$ cat config.mk
export PLATFORM = sky130hd
export DESIGN_NAME = pipe_hazard_ctrl_flat
export DESIGN_NICKNAME = d
export VERILOG_FILES = /design/src/rtl/mips_pipe_pkg.sv /design/src/rtl/pipe_hazard_ctrl_if.sv /design/src/rtl/hazard_fwd_cmp.sv /design/src/rtl/pipe_hazard_ctrl.sv /design/src/flat_wrapper.sv
export SDC_FILE = /design/constraint.sdc
export NUM_CORES = 1
export LEC_CHECK = 0
export BUFFER_PORTS_ARGS = -buffer_cell sky130_fd_sc_hd__buf_2
export CELL_PAD_IN_SITES_DETAIL_PLACEMENT = 1
export CELL_PAD_IN_SITES_GLOBAL_PLACEMENT = 2
export CORE_AREA = 10 10 117 92
export DETAILED_ROUTE_END_ITERATION = 16
export DIE_AREA = 0 0 127 102
export PLACE_DENSITY_LB_ADDON = 0.08
export SYNTH_ARGS = -nofsm -noshare
export SYNTH_HDL_FRONTEND = slang
export SYNTH_SLANG_ARGS = --single-unit
export TNS_END_PERCENT = 5
$ cat constraint.sdc
create_clock -name clk -period 3.8 [get_ports clk]
set_input_delay 0.19 -clock clk [delete_from_list [all_inputs] [get_ports clk]]
set_output_delay 0.19 -clock clk [all_outputs]
set_load 0.005 [all_outputs]
$ cat src/rtl/mips_pipe_pkg.sv
`default_nettype none
// ============================================================================
//  Module   : mips_pipe_pkg
//  Purpose  : Shared definitions for the 5-stage MIPS pipeline hazard
//             controller. Contains the forward-select encodings, the
//             memory-handshake FSM state type and the register-match rule.
//  Ports    : none (package)
//  Revision : 1.0 - initial release
// ============================================================================
package mips_pipe_pkg;

  // ALU operand source select driven onto ForwardAE / ForwardBE
  localparam logic [1:0] FWD_RF  = 2'b00;
  localparam logic [1:0] FWD_WB  = 2'b01;
  localparam logic [1:0] FWD_MEM = 2'b10;

  // Multi-cycle data memory handshake states
  typedef enum logic [1:0] {
    MS_IDLE = 2'd0,
    MS_BUSY = 2'd1,
    MS_DONE = 2'd2
  } mem_state_t;

  // A source register depends on a writer only when the writer really writes
  // and the register is not r0 (r0 is hard-wired to zero).
  function automatic logic reg_match(input logic [4:0] src,
                                     input logic [4:0] dst,
                                     input logic       we);
    return we && (src != 5'd0) && (src == dst);
  endfunction

endpackage
`default_nettype wire

$ cat src/rtl/pipe_hazard_ctrl_if.sv
`default_nettype none
// ============================================================================
//  Module   : pipe_hazard_ctrl_if
//  Purpose  : Bundle of every datapath <-> hazard-controller signal.
//  Modports : master - datapath side (drives register ids, stage controls,
//                      mem_ready; receives stalls, flushes, forwards)
//             slave  - hazard controller side (the reverse)
//  Params   : PERF_W - width of the stall_cycles performance counter
//  Revision : 1.0 - initial release
// ============================================================================
interface pipe_hazard_ctrl_if #(
  parameter int PERF_W = 32
);
  // Register ids per stage
  logic [4:0] RsD, RtD, RsE, RtE;
  logic [4:0] WriteRegE, WriteRegM, WriteRegW;
  // Stage controls
  logic       RegWriteE, RegWriteM, RegWriteW;
  logic       MemtoRegE, MemtoRegM, MemWriteM;
  logic       BranchD, PCSrcD, JumpD;
  // Data memory handshake
  logic       mem_ready;
  logic       mem_req;
  // Pipeline register control
  logic       StallF, StallD, StallE, StallM;
  logic       FlushD, FlushE, FlushW;
  logic [1:0] ForwardAE, ForwardBE;
  logic       ForwardAD, ForwardBD;
  logic [PERF_W-1:0] stall_cycles;

  modport master (
    output RsD, RtD, RsE, RtE, WriteRegE, WriteRegM, WriteRegW,
    output RegWriteE, RegWriteM, RegWriteW, MemtoRegE, MemtoRegM, MemWriteM,
    output BranchD, PCSrcD, JumpD, mem_ready,
    input  mem_req, StallF, StallD, StallE, StallM, FlushD, FlushE, FlushW,
    input  ForwardAE, ForwardBE, ForwardAD, ForwardBD, stall_cycles
  );

  modport slave (
    input  RsD, RtD, RsE, RtE, WriteRegE, WriteRegM, WriteRegW,
    input  RegWriteE, RegWriteM, RegWriteW, MemtoRegE, MemtoRegM, MemWriteM,
    input  BranchD, PCSrcD, JumpD, mem_ready,
    output mem_req, StallF, StallD, StallE, StallM, FlushD, FlushE, FlushW,
    output ForwardAE, ForwardBE, ForwardAD, ForwardBD, stall_cycles
  );
endinterface
`default_nettype wire

$ cat src/rtl/hazard_fwd_cmp.sv
`default_nettype none
// ============================================================================
//  Module   : hazard_fwd_cmp
//  Purpose  : Purely combinational register-match logic. Produces the
//             forward selects and the data-hazard stall request (hz).
//  Macro    : FORWARD_EN - when defined, forwarding paths are used and only
//             load-use / branch dependencies stall. When undefined, all
//             forwards are tied to the register file and any in-flight
//             writer of a decode source stalls until it has written back.
//  Ports    : in  RsD,RtD,RsE,RtE          source register ids
//             in  WriteRegE/M/W, RegWriteE/M/W  destination + write enable
//             in  MemtoRegE, MemtoRegM, BranchD
//             out ForwardAE/BE (2b), ForwardAD/BD (1b), hz
//  Revision : 1.0 - initial release
// ============================================================================
module hazard_fwd_cmp
  import mips_pipe_pkg::*;
(
  input  logic [4:0] RsD,
  input  logic [4:0] RtD,
  input  logic [4:0] RsE,
  input  logic [4:0] RtE,
  input  logic [4:0] WriteRegE,
  input  logic [4:0] WriteRegM,
  input  logic [4:0] WriteRegW,
  input  logic       RegWriteE,
  input  logic       RegWriteM,
  input  logic       RegWriteW,
  input  logic       MemtoRegE,
  input  logic       MemtoRegM,
  input  logic       BranchD,
  output logic [1:0] ForwardAE,
  output logic [1:0] ForwardBE,
  output logic       ForwardAD,
  output logic       ForwardBD,
  output logic       hz
);

  logic lw_stall;
  logic br_stall;
  logic dep_e, dep_m, dep_w;

  // Decode sources against each downstream writer
  assign dep_e = reg_match(RsD, WriteRegE, RegWriteE) | reg_match(RtD, WriteRegE, RegWriteE);
  assign dep_m = reg_match(RsD, WriteRegM, RegWriteM) | reg_match(RtD, WriteRegM, RegWriteM);
  assign dep_w = reg_match(RsD, WriteRegW, RegWriteW) | reg_match(RtD, WriteRegW, RegWriteW);

  // A load in E writes RtE; its data is not available for one more cycle.
  assign lw_stall = MemtoRegE & (reg_match(RsD, RtE, RegWriteE) | reg_match(RtD, RtE, RegWriteE));

  // Branches resolve in D: an ALU result still in E, or a load still in M,
  // cannot reach the comparator in time.
  assign br_stall = BranchD & (dep_e | (MemtoRegM & dep_m));

`ifdef FORWARD_EN
  always_comb begin
    ForwardAE = FWD_RF;
    if (reg_match(RsE, WriteRegM, RegWriteM))      ForwardAE = FWD_MEM;
    else if (reg_match(RsE, WriteRegW, RegWriteW)) ForwardAE = FWD_WB;

    ForwardBE = FWD_RF;
    if (reg_match(RtE, WriteRegM, RegWriteM))      ForwardBE = FWD_MEM;
    else if (reg_match(RtE, WriteRegW, RegWriteW)) ForwardBE = FWD_WB;
  end

  assign ForwardAD = reg_match(RsD, WriteRegM, RegWriteM);
  assign ForwardBD = reg_match(RtD, WriteRegM, RegWriteM);
  assign hz        = lw_stall | br_stall;
`else
  assign ForwardAE = FWD_RF;
  assign ForwardBE = FWD_RF;
  assign ForwardAD = 1'b0;
  assign ForwardBD = 1'b0;
  // Without forwarding, hold decode until no stage still owes a write.
  assign hz        = lw_stall | br_stall | dep_e | dep_m | dep_w;
`endif

endmodule
`default_nettype wire

$ cat src/rtl/pipe_hazard_ctrl.sv
`default_nettype none
// ============================================================================
//  Module   : pipe_hazard_ctrl
//  Purpose  : Central sequencer for the IF/ID, ID/EX, EX/MEM and MEM/WB
//             pipeline registers. Combines data/branch hazards with a
//             request/ready handshake for a multi-cycle data memory and
//             counts stalled fetch cycles.
//  Macro    : FORWARD_EN - enables the forwarding network (see
//             hazard_fwd_cmp); undefined gives stall-until-writeback.
//  Params   : PERF_W - width of the saturating stall-cycle counter
//  Ports    : clk   in  rising-edge clock
//             rst_n in  synchronous active-low reset
//             bus   slave modport of pipe_hazard_ctrl_if
//  Revision : 1.0 - initial release
// ============================================================================
module pipe_hazard_ctrl
  import mips_pipe_pkg::*;
#(
  parameter int PERF_W = 32
) (
  input  logic                  clk,
  input  logic                  rst_n,
  pipe_hazard_ctrl_if.slave     bus
);

  mem_state_t        state, state_next;
  logic              mem_req_m;
  logic              req_raw;
  logic              mem_stall;
  logic              hz;
  logic              redirect;
  logic [1:0]        fwd_ae, fwd_be;
  logic              fwd_ad, fwd_bd;
  logic              stall_f, stall_d, stall_e, stall_m;
  logic              flush_d, flush_e, flush_w;
  logic [PERF_W-1:0] stall_cnt;

  hazard_fwd_cmp u_cmp (
    .RsD       (bus.RsD),
    .RtD       (bus.RtD),
    .RsE       (bus.RsE),
    .RtE       (bus.RtE),
    .WriteRegE (bus.WriteRegE),
    .WriteRegM (bus.WriteRegM),
    .WriteRegW (bus.WriteRegW),
    .RegWriteE (bus.RegWriteE),
    .RegWriteM (bus.RegWriteM),
    .RegWriteW (bus.RegWriteW),
    .MemtoRegE (bus.MemtoRegE),
    .MemtoRegM (bus.MemtoRegM),
    .BranchD   (bus.BranchD),
    .ForwardAE (fwd_ae),
    .ForwardBE (fwd_be),
    .ForwardAD (fwd_ad),
    .ForwardBD (fwd_bd),
    .hz        (hz)
  );

  // ---------------------------------------------------------------- memory FSM
  assign mem_req_m = bus.MemtoRegM | bus.MemWriteM;

  always_ff @(posedge clk) begin
    if (!rst_n) state <= MS_IDLE;
    else        state <= state_next;
  end

  // DONE is a one-cycle release: the access in M moves on while the FSM
  // refuses to look at MemReqM, so the same access is never issued twice.
  always_comb begin
    state_next = state;
    req_raw    = 1'b0;
    mem_stall  = 1'b0;
    unique case (state)
      MS_IDLE: begin
        if (mem_req_m) begin
          req_raw    = 1'b1;
          mem_stall  = 1'b1;
          state_next = MS_BUSY;
        end
      end
      MS_BUSY: begin
        req_raw   = 1'b1;
        mem_stall = 1'b1;
        if (bus.mem_ready) state_next = MS_DONE;
      end
      MS_DONE: state_next = MS_IDLE;
      default: state_next = MS_IDLE;
    endcase
  end

  // --------------------------------------------------------- stall / flush mux
  assign redirect = (bus.PCSrcD & bus.BranchD) | bus.JumpD;

  always_comb begin
    stall_f = 1'b0;
    stall_d = 1'b0;
    stall_e = 1'b0;
    stall_m = 1'b0;
    flush_d = 1'b0;
    flush_e = 1'b0;
    flush_w = 1'b0;
    if (!rst_n) begin
      flush_d = 1'b1;
      flush_e = 1'b1;
      flush_w = 1'b1;
    end else if (mem_stall) begin
      // Freeze everything upstream of WB; WB gets a bubble so the stalled
      // instruction in M does not retire repeatedly.
      stall_f = 1'b1;
      stall_d = 1'b1;
      stall_e = 1'b1;
      stall_m = 1'b1;
      flush_w = 1'b1;
    end else begin
      stall_f = hz;
      stall_d = hz;
      flush_e = hz;
      // A stalled branch re-evaluates next cycle, so do not redirect yet.
      flush_d = redirect & ~hz;
    end
  end

  // ------------------------------------------------------------------ counter
  always_ff @(posedge clk) begin
    if (!rst_n)                         stall_cnt <= '0;
    else if (stall_f && !(&stall_cnt))  stall_cnt <= stall_cnt + 1'b1;
  end

  // ------------------------------------------------------------------ outputs
  assign bus.mem_req      = rst_n & req_raw;
  assign bus.StallF       = stall_f;
  assign bus.StallD       = stall_d;
  assign bus.StallE       = stall_e;
  assign bus.StallM       = stall_m;
  assign bus.FlushD       = flush_d;
  assign bus.FlushE       = flush_e;
  assign bus.FlushW       = flush_w;
  assign bus.ForwardAE    = rst_n ? fwd_ae : FWD_RF;
  assign bus.ForwardBE    = rst_n ? fwd_be : FWD_RF;
  assign bus.ForwardAD    = rst_n & fwd_ad;
  assign bus.ForwardBD    = rst_n & fwd_bd;
  assign bus.stall_cycles = stall_cnt;

endmodule
`default_nettype wire

$ cat src/flat_wrapper.sv
// flat-port wrapper written by rule: the top's interface ports become plain ports
module pipe_hazard_ctrl_flat import mips_pipe_pkg::*;
#(
  parameter int PERF_W = 32
)
  (clk, rst_n, bus_RsD, bus_RtD, bus_RsE, bus_RtE, bus_WriteRegE, bus_WriteRegM, bus_WriteRegW, bus_RegWriteE, bus_RegWriteM, bus_RegWriteW, bus_MemtoRegE, bus_MemtoRegM, bus_MemWriteM, bus_BranchD, bus_PCSrcD, bus_JumpD, bus_mem_ready, bus_mem_req, bus_StallF, bus_StallD, bus_StallE, bus_StallM, bus_FlushD, bus_FlushE, bus_FlushW, bus_ForwardAE, bus_ForwardBE, bus_ForwardAD, bus_ForwardBD, bus_stall_cycles);
  pipe_hazard_ctrl_if #(.PERF_W(PERF_W)) bus_i ();
  input  logic clk;
  input  logic rst_n;
  input wire logic [$bits(bus_i.RsD)-1:0] bus_RsD;
  input wire logic [$bits(bus_i.RtD)-1:0] bus_RtD;
  input wire logic [$bits(bus_i.RsE)-1:0] bus_RsE;
  input wire logic [$bits(bus_i.RtE)-1:0] bus_RtE;
  input wire logic [$bits(bus_i.WriteRegE)-1:0] bus_WriteRegE;
  input wire logic [$bits(bus_i.WriteRegM)-1:0] bus_WriteRegM;
  input wire logic [$bits(bus_i.WriteRegW)-1:0] bus_WriteRegW;
  input wire logic [$bits(bus_i.RegWriteE)-1:0] bus_RegWriteE;
  input wire logic [$bits(bus_i.RegWriteM)-1:0] bus_RegWriteM;
  input wire logic [$bits(bus_i.RegWriteW)-1:0] bus_RegWriteW;
  input wire logic [$bits(bus_i.MemtoRegE)-1:0] bus_MemtoRegE;
  input wire logic [$bits(bus_i.MemtoRegM)-1:0] bus_MemtoRegM;
  input wire logic [$bits(bus_i.MemWriteM)-1:0] bus_MemWriteM;
  input wire logic [$bits(bus_i.BranchD)-1:0] bus_BranchD;
  input wire logic [$bits(bus_i.PCSrcD)-1:0] bus_PCSrcD;
  input wire logic [$bits(bus_i.JumpD)-1:0] bus_JumpD;
  input wire logic [$bits(bus_i.mem_ready)-1:0] bus_mem_ready;
  output wire logic [$bits(bus_i.mem_req)-1:0] bus_mem_req;
  output wire logic [$bits(bus_i.StallF)-1:0] bus_StallF;
  output wire logic [$bits(bus_i.StallD)-1:0] bus_StallD;
  output wire logic [$bits(bus_i.StallE)-1:0] bus_StallE;
  output wire logic [$bits(bus_i.StallM)-1:0] bus_StallM;
  output wire logic [$bits(bus_i.FlushD)-1:0] bus_FlushD;
  output wire logic [$bits(bus_i.FlushE)-1:0] bus_FlushE;
  output wire logic [$bits(bus_i.FlushW)-1:0] bus_FlushW;
  output wire logic [$bits(bus_i.ForwardAE)-1:0] bus_ForwardAE;
  output wire logic [$bits(bus_i.ForwardBE)-1:0] bus_ForwardBE;
  output wire logic [$bits(bus_i.ForwardAD)-1:0] bus_ForwardAD;
  output wire logic [$bits(bus_i.ForwardBD)-1:0] bus_ForwardBD;
  output wire logic [$bits(bus_i.stall_cycles)-1:0] bus_stall_cycles;
  assign bus_i.RsD = bus_RsD;
  assign bus_i.RtD = bus_RtD;
  assign bus_i.RsE = bus_RsE;
  assign bus_i.RtE = bus_RtE;
  assign bus_i.WriteRegE = bus_WriteRegE;
  assign bus_i.WriteRegM = bus_WriteRegM;
  assign bus_i.WriteRegW = bus_WriteRegW;
  assign bus_i.RegWriteE = bus_RegWriteE;
  assign bus_i.RegWriteM = bus_RegWriteM;
  assign bus_i.RegWriteW = bus_RegWriteW;
  assign bus_i.MemtoRegE = bus_MemtoRegE;
  assign bus_i.MemtoRegM = bus_MemtoRegM;
  assign bus_i.MemWriteM = bus_MemWriteM;
  assign bus_i.BranchD = bus_BranchD;
  assign bus_i.PCSrcD = bus_PCSrcD;
  assign bus_i.JumpD = bus_JumpD;
  assign bus_i.mem_ready = bus_mem_ready;
  assign bus_mem_req = bus_i.mem_req;
  assign bus_StallF = bus_i.StallF;
  assign bus_StallD = bus_i.StallD;
  assign bus_StallE = bus_i.StallE;
  assign bus_StallM = bus_i.StallM;
  assign bus_FlushD = bus_i.FlushD;
  assign bus_FlushE = bus_i.FlushE;
  assign bus_FlushW = bus_i.FlushW;
  assign bus_ForwardAE = bus_i.ForwardAE;
  assign bus_ForwardBE = bus_i.ForwardBE;
  assign bus_ForwardAD = bus_i.ForwardAD;
  assign bus_ForwardBD = bus_i.ForwardBD;
  assign bus_stall_cycles = bus_i.stall_cycles;
  pipe_hazard_ctrl #(.PERF_W(PERF_W)) u_core (.clk(clk), .rst_n(rst_n), .bus(bus_i));
endmodule
==> results of run 1 <==
## cell families (layout without fill, tap and decap cells)
logic type | count (synthesis) | count (layout) | synth area share (%)
AO/OA/AOI/OAI | 40 | 40 | 10.7
XOR/XNOR | 49 | 49 | 17.8
adder cells (fa/ha/maj) | 1 | 1 | 0.520
buffers and inverters | 35 | 94 | 9.88
flip-flops | 34 | 34 | 28.3
multiplexers | 7 | 7 | 2.91
other | 1 | 6 | 0.156
AND/OR/NAND/NOR | 124 | 124 | 29.7
## flip-flops by register name (all words and copies together), names as in the netlist
name and cells:
u_core.bus.stall_cycles 32, u_core.state 2
## tightest hold or removal path, stage by stage
cell and delay, ns:
buf_2 0.10, nand2_1 0.07, nor2_1 0.04
## layout by cell type (no fill, tap or decap), types with 2 or more instances in the layout
master / synthesis / layout
o41ai_1: 4 / 4
o21a_1: 3 / 3
nor2_4: 2 / 2
conb_1: 1 / 6
nand3_1: 11 / 11
mux2i_1: 7 / 7
or4_4: 3 / 3
a21oi_1: 13 / 13
or3_1: 6 / 6
and2_1: 3 / 3
inv_1: 2 / 2
nor4_1: 7 / 7
nor2_1: 15 / 15
nand4_1: 17 / 17
dfxtp_1: 34 / 34
buf_4: 11 / 4
or4_1: 5 / 5
o211ai_1: 3 / 3
buf_2: 9 / 81
clkbuf_1: 7 / 2
nand2_1: 22 / 22
nor3_1: 11 / 11
and3_1: 10 / 10
o31ai_1: 6 / 6
o21ai_1: 4 / 4
o21ai_0: 3 / 3
clkbuf_16: 0 / 5
nand2b_1: 4 / 4
xor2_1: 12 / 12
nand3b_1: 2 / 2
xnor2_1: 37 / 37
## final timing paths
check,startpoint,endpoint,slack [ns]
worst max register to register,u_core.bus.stall_cycles[4],u_core.bus.stall_cycles[23],1.09
worst max-delay path,u_core.bus.stall_cycles[4],u_core.bus.stall_cycles[23],1.09
worst min-delay path,bus_mem_ready,u_core.state[1],0.16
worst min register to register,u_core.state[0],u_core.state[1],0.46
## per-stage QoR
| stage | setup WS [ns] | cell area (um2) | power (uW) | hold slack [ns] |
|---|---|---|---|---|
| after floorplan | 1.53 | 2420 | 483 | 0.325 |
| final | 1.09 | 2900 | 902 | 0.159 |
| after detailed placement | 0.875 | 2770 | 523 | 0.446 |
| after global routing | 0.810 | 2900 | 949 | 0.172 |
| after CTS | 1.07 | 2900 | 919 | 0.155 |
| after global placement | 0.886 | 2770 | 522 | 0.438 |
## metal layers
layer / routed length [um] / GRT usage [%] / vias to the layer above
met4: 72 / 2.36 / 0
met1: 3920 / 16.0 / 1114
met5: 0 / 0 / -
li1: - / - / 1152
met3: 591 / 4.35 / 11
met2: 3510 / 19.8 / 56
## power by group
group	switching (uW)	internal [uW]	total (uW)
Clock	148	240	388
Combinational	85.3	63.4	149
Sequential	4.57	361	366
Total	238	664	902
## area by class of cell
type,instances,area (um2)
multi-input combinational,227,1510
inverter,2,7.51
tap,108,135
sequential,34,681
fill,1050,5520
timing repair buffer,85,435
clock buffer,7,133
==> metrics, run 1 <==
result of the run=finished clean; die boundary width=127 um; portion of synthesized cell area occupied by the leading cell type=28.3%; most used standard cell by instance count after synthesis=xnor2_1; Post-CTS Hold Fix Bufs=0; Core ar.=0.00842 mm2; ratio of cells with drive above 1 in the final layout=27.9%; post-CTS clock slew at the launch and capture registers of the worst setup and hold paths=0.05 ns; average cell area after synthesis=8.27 um2; CTS Root Buffer Type=clkbuf_16; flops & latches, synth=34; series of cell instances along the critical path=and3_1 > and3_1 > and2_1 > nand4_1 > o31ai_1 > buf_4 > or2_1 > buf_4 > or4_1 > a21oi_1; library cells used by synthesis=43; warnings from Yosys=0; list of most frequent post-synthesis cells=xnor2_1 (37), dfxtp_1 (34), nand2_1 (22), nand4_1 (17), nor2_1 (15); share of async-settable or async-resettable flops after synthesis=0%; post-route antenna net violation count=0; post-layout util=34.4%; number of buffers created by CTS=5; Vias=2333; startpoint kind of the worst setup timing path=register; placer congestion estimate=0.731; unrepaired setup endpoints after global routing=false; type of element capturing the critical path=register; Clock H-tree levels=2; required time of the critical path=3.99 ns; Syn Inst Count=291; share of the clock period used by the worst path after layout=71.3%; CP Class=reg -> reg; Max Clock Skew=0.00280 ns; Least-Margin Pin Slew=0.838 ns; Seq/Total Area, Yosys=28.3%; Buffers & Inverters on Critical Path=2; layout net count=403; total iterations of the first detailed-routing run=4; Largest delay share family, worst path=simple AND/OR/NAND/NOR gates; # setup viols final=0; Synth Flop Type=dfxtp_1; cells taking the most area after synthesis=dfxtp_1 (28%), xnor2_1 (13%), nand4_1 (4.4%), xor2_1 (4.4%), buf_4 (3.4%); hold depth=3; maximum capacitance violations=0; depth of the most critical reg-to-reg path=10; worst hold path class=in -> reg; worst IR drop on VDD=0.129 mV; post-synth top area cell=dfxtp_1; Slew HR=44.1%; Slew Viols, Final=0; Post-CTS Resized=0; average wire per standard cell=17.5 um; global-route total usage across every layer=12.5%; total grt overflow=0; maximum buffer depth of the clock tree=2; number of vias per cell after detailed routing=5.04; antenna violations before repair=0; instance count on the critical path=10; Total Neg Setup Slack=0 ns; count of flip-flops with a built-in enable after synthesis=0; clock insertion delay at the later pin of the skew report=0.28 ns; IO Pins=93; violation count after the first detailed-route iteration=90; initial core utilization=28.6%; maximum net fanout on the critical path=18; height of the chip=102 um; final hold vios=0; CTS tree=built; floorplan die area=0.0130 mm2; clock sinks=34; quantity of I/O buffers inserted on ports=81; Area growth, synth to finish=20.4%; first-pass GRT wire length=13200 um; via count of the first global-routing pass=2526; Post-Layout Cell Count=463; Lkg Pwr=0.00116 uW; CP Data Arrival Time=2.90 ns; cell area power density=311 mW/mm2; total wire length after detailed routing=8100 um; antenna diode instance count=0; cell count after placement=456; timing-limited maximum frequency=0.369 GHz; minimum clock period=2.71 ns; largest net degree at the start of global routing=24; longest individual stage delay on the worst path=0.48 ns; crit path max-delay cell type=or4_1; number of remaining DRC errors=0; Cell Rows=29; dpl hpwl=6380 um; synthesized cell area=0.00241 mm2; # Post-CTS Setup Buffers=0
No activity file was read; power rests on OpenSTA's default activity.
==> run 2, diff against run 1 <==
- ABC_AREA: default -> 1
- CORE_AREA: 10 10 117 92 -> 10 10 134 105
- DIE_AREA: 0 0 127 102 -> 0 0 144 115
- clock period: 3.8 -> 2.7 ns (I/O delays scaled with it)
==> run 2 against run 1 <==
Clock power rose by 42%; wire length rose by 43%; synthesized cell count rose by 66%; global-route usage rose by 1.7 points; sequential share of layout area fell by 4.5 points; clock skew barely moved; flip-flop and latch count did not move; sequential power rose by 41%; cell count rose by 48%; synthesized area rose by 26%; via count rose by 39%; count of clock-buffer cells in the layout did not move.
==> metrics, run 2 <==
timing-limited maximum frequency=0.431 GHz; unrepaired setup endpoints after global routing=false; first-pass GRT wire length=18700 um; post-layout util=31.2%; post-CTS clock slew at the launch and capture registers of the worst setup and hold paths=0.05 ns; portion of synthesized cell area occupied by the leading cell type=22.5%; share of the clock period used by the worst path after layout=86.0%; maximum capacitance violations=0; placer congestion estimate=0.856; series of cell instances along the critical path=ha_1 > nand2_1 > nand3b_4 > nor2_4 > nand2_1 > nor3_2 > nand3_1 > nand3_4 > nand2_1 > a21oi_1; dpl hpwl=9500 um; layout net count=590; depth of the most critical reg-to-reg path=10; met2 Track Usage GR=19.2%; CP Class=reg -> reg; largest net degree at the start of global routing=33; most congested layer reported by global routing=met1; number of filler instances in the final layout=1500; post-route antenna net violation count=0; CTS tree=built; CTS Root Buffer Type=clkbuf_16; Max Clock Skew=0.00301 ns; Non-Filler Cell Area, Final=0.00358 mm2; number of remaining DRC errors=0; crit path max-delay cell type=dfxtp_1; IO Pins=93; via count of the first global-routing pass=3418; flops & latches, synth=34; Largest register FFs=32; R2R Path End=u_core.bus.stall_cycles[5]; highest-count cells in the layout ignoring fill and taps=nand2_1 (131), buf_2 (81), nor2_1 (52); Post-CTS Resized=0; met3 global-route usage=3.96%; Clock Power Share=41.8%; Synth Flop Type=dfxtp_1; combined area of the multi-input logic cells=0.00196 mm2; Cell Rows=34; height of the chip=115 um; share of async-settable or async-resettable flops after synthesis=0%; fraction of power spent switching nets=28.7%; Post-CTS Hold Fix Bufs=0; longest individual stage delay on the worst path=0.43 ns; instance area at placement=0.00344 mm2; Slew Viols, Final=0; Critical R2R Launch=u_core.bus.stall_cycles[1]; Largest delay share family, worst path=simple AND/OR/NAND/NOR gates; Slew HR=62.5%; Total Neg Setup Slack=0 ns; Least-Margin Pin Slew=0.557 ns; library cell appearing most often on the critical path=nand2_1; # Post-CTS Setup Buffers=0; Area growth, synth to finish=18.3%; clock sinks=34; most used standard cell by instance count after synthesis=nand2_1; type of element capturing the critical path=register; hold wc startpoint=bus_mem_ready; Seq/Total Area, Yosys=22.5%; quantity of I/O buffers inserted on ports=81; post-synth top area cell=dfxtp_1; required time of the critical path=2.90 ns; violation count after the first detailed-route iteration=190; global-route total usage across every layer=14.1%; initial core utilization=26.4%; average cell area after synthesis=6.27 um2; proportion of power drawn by combinational gates=19.0%; number of vias per cell after detailed routing=4.71; list of most frequent post-synthesis cells=nand2_1 (131), nor2_1 (52), inv_1 (45), nand4_1 (40), dfxtp_1 (34); total internal power=937 uW; WHS Endpoint=u_core.state[1]; most common cell after layout, fill and taps aside=nand2_1; setup slack, reg-to-reg=0.38 ns; Syn Inst Count=482; M1 GR Usage=21.6%; floorplan die area=0.0166 mm2; Buffers & Inverters on Critical Path=0; Core ar.=0.0114 mm2; Flop pwr share=39.2%; antenna violations before repair=0; Clock H-tree levels=2; count of flip-flops with a built-in enable after synthesis=0; maximum buffer depth of the clock tree=2; total grt overflow=0; total wire length after detailed routing=11600 um; Lkg Pwr=0.00162 uW; minimum clock period=2.32 ns; startpoint kind of the worst setup timing path=register; worst IR drop on VDD=0.210 mV; total net switching power=377 uW; cells taking the most area after synthesis=dfxtp_1 (23%), nand2_1 (16%), xor2_1 (9.0%), nand4_1 (8.3%), xnor2_1 (7.8%); ratio of cells with drive above 1 in the final layout=18.5%; clock insertion delay at the later pin of the skew report=0.28 ns; hold depth=3; library cells used by synthesis=31; number of buffers created by CTS=5; maximum net fanout on the critical path=32; final hold vios=0; synthesized cell area=0.00302 mm2; average wire per standard cell=16.9 um; cell area power density=367 mW/mm2; die boundary width=144 um; # setup viols final=0; total iterations of the first detailed-routing run=4; sequential cell area in the final layout=681 um2; worst hold-check slack=0.119 ns; warnings from Yosys=0; result of the run=finished clean; CP Data Arrival Time=2.53 ns; antenna diode instance count=0; worst hold path class=in -> reg; Vias=3232
## run 2: cell types whose count changed in the layout (fill, tap and decap cells not counted), sizes merged, moves of 9 or more
cell / change
nor2: +37
nand2: +108
xor2: +19
inv: +43
nand3: +9
a21oi: +17
nand4: +24
and3: -10
xnor2: -10
## run 2: final cells by class
type                    instances  area share [%]
repair buffers                 88            12.8
inverters                      45            4.72
flip-flops and latches         34            19.0
clock buffers                   7            3.71
multi-input cells             368            54.7
well taps                     144            5.04
## run 2: worst max-delay path by stage
stage | slack [ns] | from | cells past startpoint | end
detailed placement | 0.33 | u_core.bus.stall_cycles[1] | 11 | u_core.bus.stall_cycles[0]
finish | 0.38 | u_core.bus.stall_cycles[1] | 10 | u_core.bus.stall_cycles[5]
global placement | 0.40 | u_core.bus.stall_cycles[1] | 11 | u_core.bus.stall_cycles[1]
global route | 0.08 | u_core.bus.stall_cycles[1] | 10 | u_core.bus.stall_cycles[11]
CTS | 0.31 | u_core.bus.stall_cycles[1] | 10 | u_core.bus.stall_cycles[5]
floorplan | 0.80 | u_core.bus.stall_cycles[1] | 11 | u_core.bus.stall_cycles[10]
## run 2: stage by stage
stage / std cells / power, uW / setup WS (ns)
floorplan: 487 / 698 / 0.803
global placement: 679 / 772 / 0.401
detailed placement: 679 / 778 / 0.332
CTS: 686 / 1340 / 0.305
global route: 686 / 1390 / 0.0796
finish: 686 / 1310 / 0.378
## run 2: worst reg2reg max path, cell delays in order (launching register included)
cell and delay, ns:
dfxtp_1 0.43, ha_1 0.26, nand2_1 0.12, nand3b_4 0.24
nor2_4 0.17, nand2_1 0.08, nor3_2 0.12, nand3_1 0.18
nand3_4 0.40, nand2_1 0.10, a21oi_1 0.15
## run 2: logic make-up (layout without fill, tap and decap cells)
group           Yosys count  count (layout)  synth area share [%]
simple gates            267             267                  40.5
buf+inv                  85             140                  13.4
xor+xnor                 58              58                  16.8
compound gates           36              36                  6.21
flops                    34              34                  22.5
fa+ha+maj                 1               1                 0.414
other cells               1               6                 0.124
## run 2: power by group through the flow
stage	registers [uW]	clock network (uW)	logic [uW]
6_report	515	550	249
5_1_grt	516	590	284
4_1_cts	515	568	253
3_5_place_dp	526	0	252
3_3_place_gp	526	0	246
2_1_floorplan	524	0	174
## run 2: layer usage
| layer | wire [um] | share of wire [%] | vias to the layer above |
|---|---|---|---|
| li1 | - | - | 1647 |
| met1 | 6170 | 53 | 1509 |
| met2 | 4480 | 39 | 71 |
| met3 | 868 | 7.5 | 5 |
| met4 | 45 | 0.39 | 0 |
| met5 | 0 | 0 | - |
